## src/rtl/rom_share_arbiter.sv

```systemverilog
// Shares one encrypted-data ROM among NUM_REQ requesters: one address issued per cycle, read data
// returned in issue order ROM_LAT cycles later. Define ROM_SHARE_FIXED_PRIO_EN for fixed priority.
module rom_share_arbiter #(
    parameter int NUM_REQ = 4,
    parameter int ADDR_W  = 5,
    parameter int DATA_W  = 8,
    parameter int ROM_LAT = 1
) (
    input  logic                      clk,
    input  logic                      reset,
    input  logic [NUM_REQ-1:0]        req,
    input  logic [NUM_REQ*ADDR_W-1:0] req_addr,
    output logic [NUM_REQ-1:0]        gnt,
    output logic [ADDR_W-1:0]         rom_address,
    input  logic [DATA_W-1:0]         rom_q,
    output logic [NUM_REQ-1:0]        rvalid,
    output logic [DATA_W-1:0]         rdata,
    output logic                      busy
);

    localparam int IDX_W = (NUM_REQ > 1) ? $clog2(NUM_REQ) : 1;

    logic [NUM_REQ-1:0] gnt_q;
    logic [ADDR_W-1:0]  rom_address_q, rom_address_d;
    logic [IDX_W-1:0]   win_q, win_d;
    logic               grant_d;
    logic [NUM_REQ-1:0] elig;
    logic               pipe_vld_q [ROM_LAT];
    logic [IDX_W-1:0]   pipe_idx_q [ROM_LAT];
    logic [DATA_W-1:0]  rdata_q;
    logic               rvalid_any;

    // A requester that is being granted this cycle is not eligible again until next cycle.
    always_comb begin
        // NOTE: every combinational output gets a default first so no path leaves it unassigned (no latch).
        elig    = req & ~gnt_q;
        grant_d = 1'b0;
        win_d   = win_q;
`ifdef ROM_SHARE_FIXED_PRIO_EN
        for (int i = NUM_REQ - 1; i >= 0; i--) begin
            if (elig[i]) begin
                grant_d = 1'b1;
                win_d   = IDX_W'(i);
            end
        end
`else
        // Walk from farthest to nearest offset so the candidate right after win_q wins last.
        for (int off = NUM_REQ; off >= 1; off--) begin
            if (elig[(int'(win_q) + off) % NUM_REQ]) begin
                grant_d = 1'b1;
                win_d   = IDX_W'((int'(win_q) + off) % NUM_REQ);
            end
        end
`endif
        rom_address_d = grant_d ? req_addr[int'(win_d)*ADDR_W +: ADDR_W] : rom_address_q;
    end

    // NOTE: sequential state uses non-blocking assignments so every register samples pre-edge values.
    always_ff @(posedge clk or posedge reset) begin
        if (reset) begin
            gnt_q         <= '0;
            rom_address_q <= '0;
            win_q         <= IDX_W'(NUM_REQ - 1);
        end else begin
            gnt_q         <= grant_d ? (NUM_REQ'(1) << win_d) : '0;
            rom_address_q <= rom_address_d;
            win_q         <= win_d;
        end
    end

    // Return pipeline tracks which requester owns each read in flight; win_q equals the issued index while gnt_q is set.
    always_ff @(posedge clk or posedge reset) begin
        if (reset) begin
            // NOTE: the pipeline valids must be reset so in-flight reads are dropped; the indices only for tidiness.
            for (int k = 0; k < ROM_LAT; k++) begin
                pipe_vld_q[k] <= 1'b0;
                pipe_idx_q[k] <= '0;
            end
        end else begin
            pipe_vld_q[0] <= |gnt_q;
            pipe_idx_q[0] <= win_q;
            for (int k = 1; k < ROM_LAT; k++) begin
                pipe_vld_q[k] <= pipe_vld_q[k-1];
                pipe_idx_q[k] <= pipe_idx_q[k-1];
            end
        end
    end

    always_ff @(posedge clk or posedge reset) begin
        if (reset) rdata_q <= '0;
        else       rdata_q <= rdata;
    end

    always_comb begin
        busy = 1'b0;
        for (int k = 0; k < ROM_LAT; k++) busy = busy | pipe_vld_q[k];
    end

    assign rvalid_any  = pipe_vld_q[ROM_LAT-1];
    assign rvalid      = rvalid_any ? (NUM_REQ'(1) << pipe_idx_q[ROM_LAT-1]) : '0;
    assign rdata       = rvalid_any ? rom_q : rdata_q;
    assign gnt         = gnt_q;
    assign rom_address = rom_address_q;

endmodule

```

## config.mk

```make
export PLATFORM = sky130hd
export DESIGN_NAME = rom_share_arbiter
export DESIGN_NICKNAME = d
export VERILOG_FILES = /design/src/rtl/rom_share_arbiter.sv
export SDC_FILE = /design/constraint.sdc
export NUM_CORES = 1
export LEC_CHECK = 0
export ABC_CLOCK_PERIOD_IN_PS = 1750
export BUFFER_PORTS_ARGS = -buffer_cell sky130_fd_sc_hd__buf_2
export CAP_MARGIN = 25
export CELL_PAD_IN_SITES_DETAIL_PLACEMENT = 1
export CELL_PAD_IN_SITES_GLOBAL_PLACEMENT = 1
export CORE_AREA = 2 2 64 66
export DETAILED_ROUTE_END_ITERATION = 8
export DIE_AREA = 0 0 66 68
export GPL_TIMING_DRIVEN = 0
export PLACE_DENSITY_LB_ADDON = 0.1
export REMOVE_ABC_BUFFERS = 1
export SKIP_CTS_REPAIR_TIMING = 1
export SYNTH_ARGS = -nofsm -noshare
export SYNTH_HDL_FRONTEND = slang
export SYNTH_SLANG_ARGS = --single-unit
```

## constraint.sdc

```tcl
create_clock -name clk -period 1.75 [get_ports clk]
set_clock_uncertainty 0.1 [all_clocks]
set_input_delay 0.175 -clock clk [delete_from_list [all_inputs] [get_ports clk]]
set_output_delay 0.175 -clock clk [all_outputs]
set_load 0.01 [all_outputs]
```

* After elaboration in Yosys (flattened, before gate mapping)
Cells that the tools add are included.
** Cells by class
- $add $sub $neg :: 4
- Multipliers :: 1
- $lt $le $gt $ge :: 4
- Shifts and indexed selects :: 3
- Muxes and demuxes :: 23
- Bitwise gates (word level) :: 6
- Reduce and logical (&&, ||, !) cells :: 5
** Operators by type and width (count)
- 20-bit by 6-bit variable part select with 5-bit output :: 1
- 3-bit by 4-bit < comparator with 1-bit output (second input constant) :: 4
- 1-bit 2-to-1 mux :: 12
- 1-bit binary-select mux with 2-bit select :: 4
- 2-bit 2-to-1 mux :: 4
- 4-bit 2-to-1 mux :: 2
- 8-bit 2-to-1 mux :: 1
- 2-bit OR reduction :: 4
- 1-bit by 2-bit << shifter with 4-bit output (first input constant) :: 2
- 2-bit by 3-bit multiplier with 5-bit output (second input constant) :: 1
- 2-bit by 1-bit adder with 2-bit output (second input constant) :: 2
- 2-bit adder (second input constant) :: 2
- 1-bit bitwise AND (first input constant) :: 4
- 4-bit bitwise AND :: 1
- 4-bit NOT :: 1
- 4-bit OR reduction :: 1
** Word-level totals
- Register bits after elaboration :: 22
- Bits of input ports :: 34
- Output and inout bits :: 22

* Logic depth before layout (Yosys ltp)
Gate-level depths: netlist of the first run.
- Word-level depth :: 12
- Depth in mapped cells :: 6
- Gate-level depth less buffers :: 5

* Worst setup path after synthesis of the first run
No wires, ideal clock.
- Path type :: register to register
- Start point :: register gnt_q[2] (netlist: gnt[2])
- End point :: register rom_address_q[3] (netlist: rom_address[3])
- Setup time :: 94 ps
- Data arrival time :: 1490 ps
- Required time :: 1556 ps
- Path slack :: 66 ps
- Cell stages (with the launch flop) :: 7
- Buffers on the path :: 1
- Period minus slack after synthesis :: 1684 ps
- Cell sequence :: dfrtp_1 nand2b_1 a211oi_2 o21ai_4 buf_8 mux2i_1 a221oi_2
** On the way
- Word-level cells in the longest chain between the ends :: 11
** RTL lines
- from (decl) :: line 23 : logic [NUM_REQ-1:0] gnt_q;
- from (signal assigned) :: line 65 : gnt_q <= grant_d ? (NUM_REQ'(1) << win_d) : '0;
- 4-bit NOT * :: line 36 : elig = req & ~gnt_q;
- 4-bit bitwise AND * :: line 36
- 1-bit binary-select mux with 2-bit select :: line 49 : if (elig[(int'(win_q) + off) % NUM_REQ]) begin
- 1-bit 2-to-1 mux (implied by the code) (2 in series) :: line 49
- 2-bit 2-to-1 mux (3 in series) :: line 49
- 2-bit 2-to-1 mux * :: line 49
- net win_d[0] :: line 25 : logic [IDX_W-1:0] win_q, win_d;
- 2-bit by 3-bit multiplier with 5-bit output * :: line 55 : rom_address_d = grant_d ? req_addr[int'(win_d)*ADDR_W +: ADDR_W] : rom_address_q;
- 20-bit by 6-bit variable part select with 5-bit output * :: line 55
- to (signal assigned) :: line 66 : rom_address_q <= rom_address_d;
- to (decl) :: line 24 : logic [ADDR_W-1:0] rom_address_q, rom_address_d;
The timed path passes the listed nets; every way through them passes the cells marked *. The select of a mux whose other input is x is not followed.
A chain may end at the register's enable or synchronous reset.

* Final worst setup path of the first run
- Start point :: register gnt_q[1] (netlist: gnt[1])
- End point :: register rom_address_q[1] (netlist: rom_address[1])
** On the way
- Word-level cells in the longest chain between the ends :: 11
** RTL lines (line)
- 4-bit NOT * :: 36
- 4-bit bitwise AND * :: 36
- 1-bit binary-select mux with 2-bit select :: 49
- 1-bit 2-to-1 mux (implied by the code) (2 in series) :: 49
- 2-bit 2-to-1 mux (4 in series) :: 49
- 2-bit by 3-bit multiplier with 5-bit output :: 55
- 20-bit by 6-bit variable part select with 5-bit output :: 55
Every way passes the cells marked *; elsewhere a longest branch is shown, timed or not. The select of a mux whose other input is x is not followed.

==> out/metrics.csv, run 1 <==
stage,metric,value,unit
cts,insertion_delay,270,ps
layout,fin_area,1500,um2
cts,cts.sinks,22,
route,num_vias,874,
logic_synthesis,syn_area,1060,um2
floorplan,die_y,68,um
power_and_ir_drop,p_leak,0.000758,uW
route,via_per_inst,4.46,
place,dpl-instance-area,1380,um2
cts,clk_path_buf_depth,2,
route,remaining_drc_errors,0,
setup_path,startpoint_type,flip-flop,
setup_path,r2r_setup_slack,7,ps
layout,drive_above_1_share,58.2,%
setup_path,critPathRequiredTime,1820,ps
power_and_ir_drop,seq_power_share,34.3,%
cts,cts_tree,done,
power_and_ir_drop,p_clk_share,17.6,%
timing,setup_viol,0,
logic_synthesis,ys_seq_area_share,52.1,%
timing,fmax,574,MHz
logic_synthesis,ys_ff_latch,22,
cts,cts_buffers,3,
layout,mostFrequentLayoutCells,"55 x buf_2, 19 x dfrtp_1, 10 x mux2i_1, 8 x nor2_1, 8 x mux2_2",
layout,n_antenna_cell,0,
route,dr.pass1.iters,2,
setup_path,rr_worst_depth,6,
layout,syn2layout_area_growth,41.3,%
setup_path,timing.rr.end,rom_address[1],
job,drv_cap,0,
timing,tightest_slew,837,ps
cts,htree_levels,1,
setup_path,crit_fanout,13,
floorplan,start_util,27.5,%
timing,finalSetupTns,0,ps
place,placedCellCount,189,
layout,multi_input_area,489,um2
floorplan,core.rowCount,23,
timing,slew_viol_final,0,
worst_hold_path,worstHoldPathType,in -> async,
floorplan,die_w,66,um
power_and_ir_drop,swShare,35.9,%
setup_path,worstPathArrival,1820,ps
place,pre_cts_slack,-176,ps
logic_synthesis,synth_cells,86,
layout,final_net_count,181,
power_and_ir_drop,p_per_area,1830,nW/um2
setup_path,crit_chain,and2b_1 -> a211oi_2 -> o21ai_4 -> buf_12 -> mux2i_1 -> a221oi_1,
layout,final_util,38.9,%
setup_path,critPathKind,reg -> reg,
floorplan,io_pins,56,
route,drt_first_iter_violations,9,
grt,grt_max_degree,23,
place,dp_hpwl,2030,um
grt,grt_pass1_vias,922,
logic_synthesis,ys_warn_count,0,
logic_synthesis,synth.avg_cell_area,12.3,um2
timing,finalHoldViolations,20,
timing,period_minus_slack,1740,ps
outcome,outcome,finished with violations,
setup_path,crit_end,rom_address[1],
setup_path,cpPeakStageDelay,400,ps
grt,track_usage,12.0,%
route,detail_route.wl_per_cell,13.5,um
setup_path,slowest_stage,dfrtp_1,
timing,setup_ws,7.28,ps
timing,post-route-period-util,99.6,%
grt,antenna_found_initial,0,
logic_synthesis,synth_top_area_share,47.2,%
logic_synthesis,yosysTopAreaCell,dfrtp_1,
timing,slew_headroom,44.2,%
layout,layoutNonFillerInstCount,196,
timing,grt_setup_unrepaired,true,
power_and_ir_drop,internal_power,1750,uW
place,port_buffers,55,
cts,path_clk_slew,80,ps
power_and_ir_drop,ir_drop,0.430,mV
logic_synthesis,ys_types,27,
grt,overflow,0,
floorplan,die_area,4490,um2
grt,grt_pass1_wl,4080,um
setup_path,end_kind,flip-flop,
setup_path,regToRegStartpoint,gnt[1],
power_and_ir_drop,combPwrFrac,48.1,%
route,wirelength,2650,um
timing,hold-worst-slack,-41.5,ps
place,place_congestion,0.754,
layout,fillers,465,
floorplan,core,3860,um2
outcome,violations,negative hold slack,
logic_synthesis,synth_area_leaders,"dfrtp_1 47%, mux2i_1 9.4%, mux2_2 8.5%, dfstp_2 5.0%, a221oi_1 3.3%",
layout,final_common_cell,buf_2,
cts,cts_root_buf,clkbuf_8,
setup_path,cp-startpoint,gnt[1],
power_and_ir_drop,p_sw,983,uW
layout,regArea,554,um2
route,antenna_left,0,
==> kinds of logic after synthesis <==
family          after synthesis  synth area share [%]
mux                          18                  17.9
compound gates               11                  10.0
flops                        22                  52.1
buf+inv                       5                  2.83
simple gates                 30                  17.1
==> cell type report <==
| cell class | count | share of cell area (%) |
|---|---|---|
| Timing Repair Buffer | 58 | 20.7 |
| Multi-Input combinational cell | 59 | 32.6 |
| Clock inverter | 1 | 2.00 |
| Clock buffer | 3 | 2.75 |
| Sequential cell | 22 | 37.0 |
| Tap cell | 50 | 4.17 |
| Inverter | 3 | 0.751 |
==> power groups by stage <==
| stage | Combinational [uW] | Clock (uW) | Sequential (uW) |
|---|---|---|---|
| 3_3_place_gp | 1170 | 0 | 945 |
| 4_1_cts | 1210 | 498 | 944 |
| 5_1_grt | 1440 | 515 | 982 |
| 3_5_place_dp | 1200 | 0 | 956 |
| 2_1_floorplan | 768 | 0 | 960 |
| 6_report | 1320 | 482 | 938 |
==> routing by layer <==
| layer | share of wire, % | vias up | GRT usage, % | routed length, um |
|---|---|---|---|---|
| met3 | 5.6 | 2 | 2.47 | 149 |
| met5 | 0 | - | 0 | 0 |
| met2 | 54 | 35 | 23.4 | 1430 |
| met1 | 40 | 411 | 12.5 | 1050 |
| li1 | - | 426 | - | - |
| met4 | 0.94 | 0 | 4.59 | 25 |
==> critical path, delay by kind of cell, from the launching register on <==
kind                   cells  cell delay [ps]
AO/OA/AOI/OAI              3              650
buffers and inverters      1              160
flip-flops                 1              400
multiplexers               1              130
AND/OR/NAND/NOR            1              220
==> worst min-delay path by stage <==
stage,start,end,slack [ps],cells after the start
6_report,reset,rdata_q[3],-40,2
5_1_grt,reset,rdata_q[3],40,2
4_1_cts,reset,rom_address[4],10,2
3_5_place_dp,reset,rdata_q[3],310,2
3_3_place_gp,reset,rdata_q[3],300,2
2_1_floorplan,reset,busy,60,1
==> flip-flops by register name, indices dropped and copies added (netlist names) <==
register,cells
busy,1
gnt,4
pipe_idx_q,2
rdata_q,8
rom_address,5
win_q,2
==> synthesized netlist by cell type (all sizes together) <==
| cell type | number |
|---|---|
| dfrtp | 20 |
| mux2i | 10 |
| mux2 | 8 |
| nor2 | 8 |
| a221oi | 5 |
| and2b | 4 |
| nand2 | 4 |
| inv | 3 |
| nand2b | 3 |
| nor3b | 3 |
| a211oi | 2 |
| a21oi | 2 |
| and2 | 2 |
| and3 | 2 |
| buf | 2 |
| dfstp | 2 |
| nor2b | 2 |
| o21ai | 2 |
| nand3 | 1 |
| or4 | 1 |
==> per-stage QoR <==
| step | hold slack [ps] | total power (uW) |
|---|---|---|
| 3_3_place_gp | 299 | 2110 |
| 3_5_place_dp | 308 | 2160 |
| 5_1_grt | 36.6 | 2930 |
| 4_1_cts | 9.61 | 2650 |
| 6_report | -41.5 | 2740 |
| 2_1_floorplan | 62.7 | 1730 |
Power figures use the tool's default switching activity.
==> run 2, diff against run 1 <==
==> constraint.sdc (replaced) <==
create_clock -name clk -period 1.75 [get_ports clk]
set_clock_uncertainty 0.1 [all_clocks]
set_input_delay 0.175 -clock clk [delete_from_list [all_inputs] [get_ports clk]]
set_output_delay 0.175 -clock clk [all_outputs]
set_load 0.1 [all_outputs]
==> out/metrics.csv, run 2 (synthesis results as in run 1) <==
stage,metric,value,unit
cts,clk_path_buf_depth,2,
floorplan,core.rowCount,23,
floorplan,core,3860,um2
setup_path,crit_fanout,13,
route,antenna_left,0,
setup_path,cp_num_buf_inv,1,
place,port_buffers,55,
layout,n_antenna_cell,0,
timing,finalHoldViolations,20,
layout,final_common_cell,buf_2,
route,remaining_drc_errors,0,
timing,period_minus_slack,1740,ps
setup_path,critPathKind,reg -> reg,
route,drt_first_iter_violations,3,
place,place_congestion,0.754,
route,num_vias,884,
grt,antenna_found_initial,0,
timing,hold-worst-slack,-37.9,ps
floorplan,start_util,27.5,%
setup_path,critPathRequiredTime,1820,ps
timing,fmax,573,MHz
cts,path_clk_slew,80,ps
place,dp_hpwl,2030,um
outcome,violations,negative hold slack,
layout,mostFrequentLayoutCells,"47 x buf_2, 19 x dfrtp_1, 10 x mux2i_1, 9 x clkbuf_4",
timing,slew_viol_final,0,
timing,tightest_slew,838,ps
grt,track_usage,12.0,%
grt,grt_max_degree,23,
cts,cts_root_buf,clkbuf_8,
floorplan,die_y,68,um
floorplan,die_w,66,um
setup_path,startpoint_type,flip-flop,
grt,grt_pass1_wl,4080,um
grt,overflow,0,
route,wirelength,2690,um
cts,cts_tree,done,
setup_path,crit_chain,and2b_1 -> a211oi_2 -> o21ai_4 -> buf_12 -> mux2i_1 -> a221oi_1,
setup_path,cpPeakStageDelay,400,ps
route,dr.pass1.iters,3,
timing,setup_viol,0,
cts,cts_buffers,3,
layout,regMostFlops,rdata_q,
setup_path,worstPathArrival,1820,ps
timing,slew_headroom,44.1,%
setup_path,crit_family,compound AO/OA/AOI/OAI gates,
job,drv_cap,0,
cts,insertion_delay,270,ps
layout,final_net_count,183,
worst_hold_path,worstHoldPathType,in -> async,
timing,post-route-period-util,99.6,%
cts,cts.sinks,22,
route,detail_route.wl_per_cell,13.6,um
setup_path,slowest_stage,dfrtp_1,
timing,grt_setup_unrepaired,true,
cts,htree_levels,1,
grt,grt_pass1_vias,922,
layout,largest_reg_flops,8,
floorplan,io_pins,56,
route,via_per_inst,4.46,
floorplan,die_area,4490,um2
setup_path,end_kind,flip-flop,
layout,drive_above_1_share,58.8,%
layout,syn2layout_area_growth,44.6,%
outcome,outcome,finished with violations,
-- run 2: cell types whose count changed in the layout (fill, tap and decap cells not counted), sizes merged --
cell / change
clkbuf: +9
buf: -7
-- run 2: metal layers --
layer	share of wire (%)	track usage [%]	up-vias
met5	0	0	-
met4	0.93	4.59	0
met3	6.2	2.47	2
met2	55	23.4	35
met1	38	12.5	416
li1	-	-	431
-- run 2: path summary, 6_finish.rpt --
check                               from        endpoint  slack [ps]  cells after the start
worst max-delay path              gnt[1]  rom_address[1]           6                      6
worst min-delay path               reset      rdata_q[3]         -40                      2
worst max register to register    gnt[1]  rom_address[1]           6                      6
worst min register to register  win_q[1]   pipe_idx_q[1]         360                      0
max in group asynchronous          reset            busy        1010                      2
min in group clk                rom_q[1]      rdata_q[1]          50                      2
-- run 2: metrics by stage --
step                      TNS, ps  setup slack [ps]  instance area, um2  instances  util, %
after floorplan            -13600             -1930                1040         84        -
after global routing         -303             -87.0                1530        198     39.8
final                           0              6.17                1530        198     39.8
after detailed placement     -979              -176                1380        189     35.8
after global placement       -793              -126                1380        189     35.8
after CTS                   -2650              -188                1450        193     37.6
-- run 2: layout make-up --
class | count | area, um2
Inverter | 3 | 11.3
Multi-Input combinational cell | 59 | 489
Timing Repair Buffer | 60 | 345
Tap cell | 50 | 62.6
Clock buffer | 3 | 41.3
Clock inverter | 1 | 30.0
Sequential cell | 22 | 554
Fill cell | 463 | 2320
Power of run 2 is left out: the tool's default activity adds up to more than one toggle a clock period on the data nets, which glitch-free logic cannot reach.
==> run 3, diff against run 2 <==
==> config.mk (replaced) <==
export PLATFORM = sky130hd
export DESIGN_NAME = rom_share_arbiter
export DESIGN_NICKNAME = d
export VERILOG_FILES = /design/src/rtl/rom_share_arbiter.sv
export SDC_FILE = /design/constraint.sdc
export NUM_CORES = 1
export LEC_CHECK = 0
export ABC_CLOCK_PERIOD_IN_PS = 2160
export BUFFER_PORTS_ARGS = -buffer_cell sky130_fd_sc_hd__buf_2
export CAP_MARGIN = 25
export CELL_PAD_IN_SITES_DETAIL_PLACEMENT = 1
export CELL_PAD_IN_SITES_GLOBAL_PLACEMENT = 1
export CORE_AREA = 2 2 59 61
export DETAILED_ROUTE_END_ITERATION = 8
export DIE_AREA = 0 0 61 63
export GPL_TIMING_DRIVEN = 0
export PLACE_DENSITY_LB_ADDON = 0.1
export REMOVE_ABC_BUFFERS = 1
export SYNTH_ARGS = -nofsm -noshare
export SYNTH_HDL_FRONTEND = slang
export SYNTH_SLANG_ARGS = --single-unit
==> constraint.sdc (replaced) <==
create_clock -name clk -period 2.16 [get_ports clk]
set_clock_uncertainty 0.1 [all_clocks]
set_input_delay 0.216 -clock clk [delete_from_list [all_inputs] [get_ports clk]]
set_output_delay 0.216 -clock clk [all_outputs]
set_load 0.1 [all_outputs]
==> out/metrics.csv, run 3 (synthesis results as in run 1) <==
stage,metric,value,unit
place,port_buffers,55,
route,dr.pass1.iters,4,
route,via_per_inst,4.65,
setup_path,worstPathArrival,1630,ps
grt,grt_max_degree,23,
layout,mostFrequentLayoutCells,"55 x buf_2, 20 x dfrtp_1, 10 x mux2i_1, 8 x nor2_1, 8 x mux2_2",
grt,overflow,0,
floorplan,io_pins,56,
layout,regMostFlops,rdata_q,
grt,antenna_found_initial,0,
setup_path,startpoint_type,flip-flop,
place,pre_cts_slack,233,ps
floorplan,die_area,3840,um2
cts,clk_path_buf_depth,2,
grt,track_usage,14.3,%
timing,slew_headroom,46.0,%
worst_hold_path,hp-start,rom_q[3],
place,dp_hpwl,1870,um
cts,postCtsSetupRepairBufs,0,
timing,finalSetupTns,0,ps
worst_hold_path,holdPathStages,2,
layout,n_antenna_cell,0,
setup_path,regToRegStartpoint,gnt[3],
timing,grt_setup_unrepaired,false,
floorplan,core.rowCount,21,
cts,cts_root_buf,clkbuf_4,
outcome,outcome,finished clean,
grt,grt_pass1_wl,4200,um
place,place_congestion,0.758,
timing,setup_ws,212,ps
cts,cts_buffers,3,
setup_path,critPathRequiredTime,1840,ps
timing,setup_viol,0,
setup_path,crit_family,flip-flops,
floorplan,die_w,61,um
timing,tightest_slew,809,ps
route,antenna_left,0,
timing,post-route-period-util,90.2,%
worst_hold_path,hold_end,rdata_q[3],
job,drv_cap,0,
route,remaining_drc_errors,0,
setup_path,crit_chain,mux2_2 -> buf_2,
setup_path,timing.rr.end,rom_address[1],
route,num_vias,883,
timing,fmax,513,MHz
grt,grt_pass1_vias,981,
worst_hold_path,worstHoldPathType,in -> reg,
timing,period_minus_slack,1950,ps
layout,fin_area,1440,um2
setup_path,end_kind,primary output,
route,wirelength,2330,um
route,drt_first_iter_violations,20,
cts,path_clk_slew,120,ps
layout,drive_above_1_share,54.9,%
setup_path,critPathKind,reg -> out,
layout,fillers,383,
cts,cts_resized,0,
place,dpl-instance-area,1380,um2
setup_path,cpPeakStageDelay,630,ps
cts,insertion_delay,300,ps
setup_path,slowest_stage,dfrtp_1,
layout,largest_reg_flops,8,
setup_path,crit_fanout,13,
layout,syn2layout_area_growth,35.5,%
route,detail_route.wl_per_cell,12.3,um
setup_path,r2r_setup_slack,260,ps
setup_path,cp_num_buf_inv,1,
layout,final_net_count,179,
layout,final_util,44.5,%
layout,final_common_cell,buf_2,
floorplan,core,3230,um2
cts,cts_tree,done,
cts,cts.sinks,22,
timing,finalHoldViolations,0,
setup_path,rr_worst_depth,5,
timing,slew_viol_final,0,
floorplan,die_y,63,um
cts,cts_hold_buffers,1,
cts,htree_levels,1,
floorplan,start_util,32.8,%
run 3: changes by cell type in the layout (fill, tap and decap cells not counted), sizes merged:
cell	change
buf	+4
clkbuf	-9
dlygate4sd3	+1
run 3: routing by layer:
layer / global-route usage, % / wire, um
met1: 17.7 / 976
met2: 24.2 / 1140
met3: 2.90 / 197
met4: 4.89 / 14
met5: 0 / 0
run 3: how the worst max path moves through the flow:
stage                                 to    from  cells past startpoint
after global placement    rom_address[2]  gnt[1]                      5
after global routing      rom_address[2]  gnt[3]                      5
after CTS                       rdata[4]    busy                      2
final                           rdata[4]    busy                      2
after floorplan                rvalid[0]    busy                      1
after detailed placement  rom_address[2]  gnt[3]                      5
run 3: final cells by class:
| cell class | count | area [um2] | share of cell area, % |
|---|---|---|---|
| sequential | 22 | 553 | 38.5 |
| multi-input combinational | 59 | 478 | 33.2 |
| timing repair buffer | 56 | 285 | 19.8 |
| tap | 46 | 57.6 | 4.00 |
| clock inverter | 1 | 30.0 | 2.09 |
| clock buffer | 3 | 22.5 | 1.57 |
| inverter | 3 | 11.3 | 0.783 |
run 3: stage by stage:
stage | hold slack [ps] | instances
2_1_floorplan | 104 | 84
3_3_place_gp | 312 | 185
3_5_place_dp | 316 | 185
4_1_cts | 42.3 | 190
5_1_grt | 31.5 | 190
6_report | 50.2 | 190
Power of run 3 is left out for the same reason.
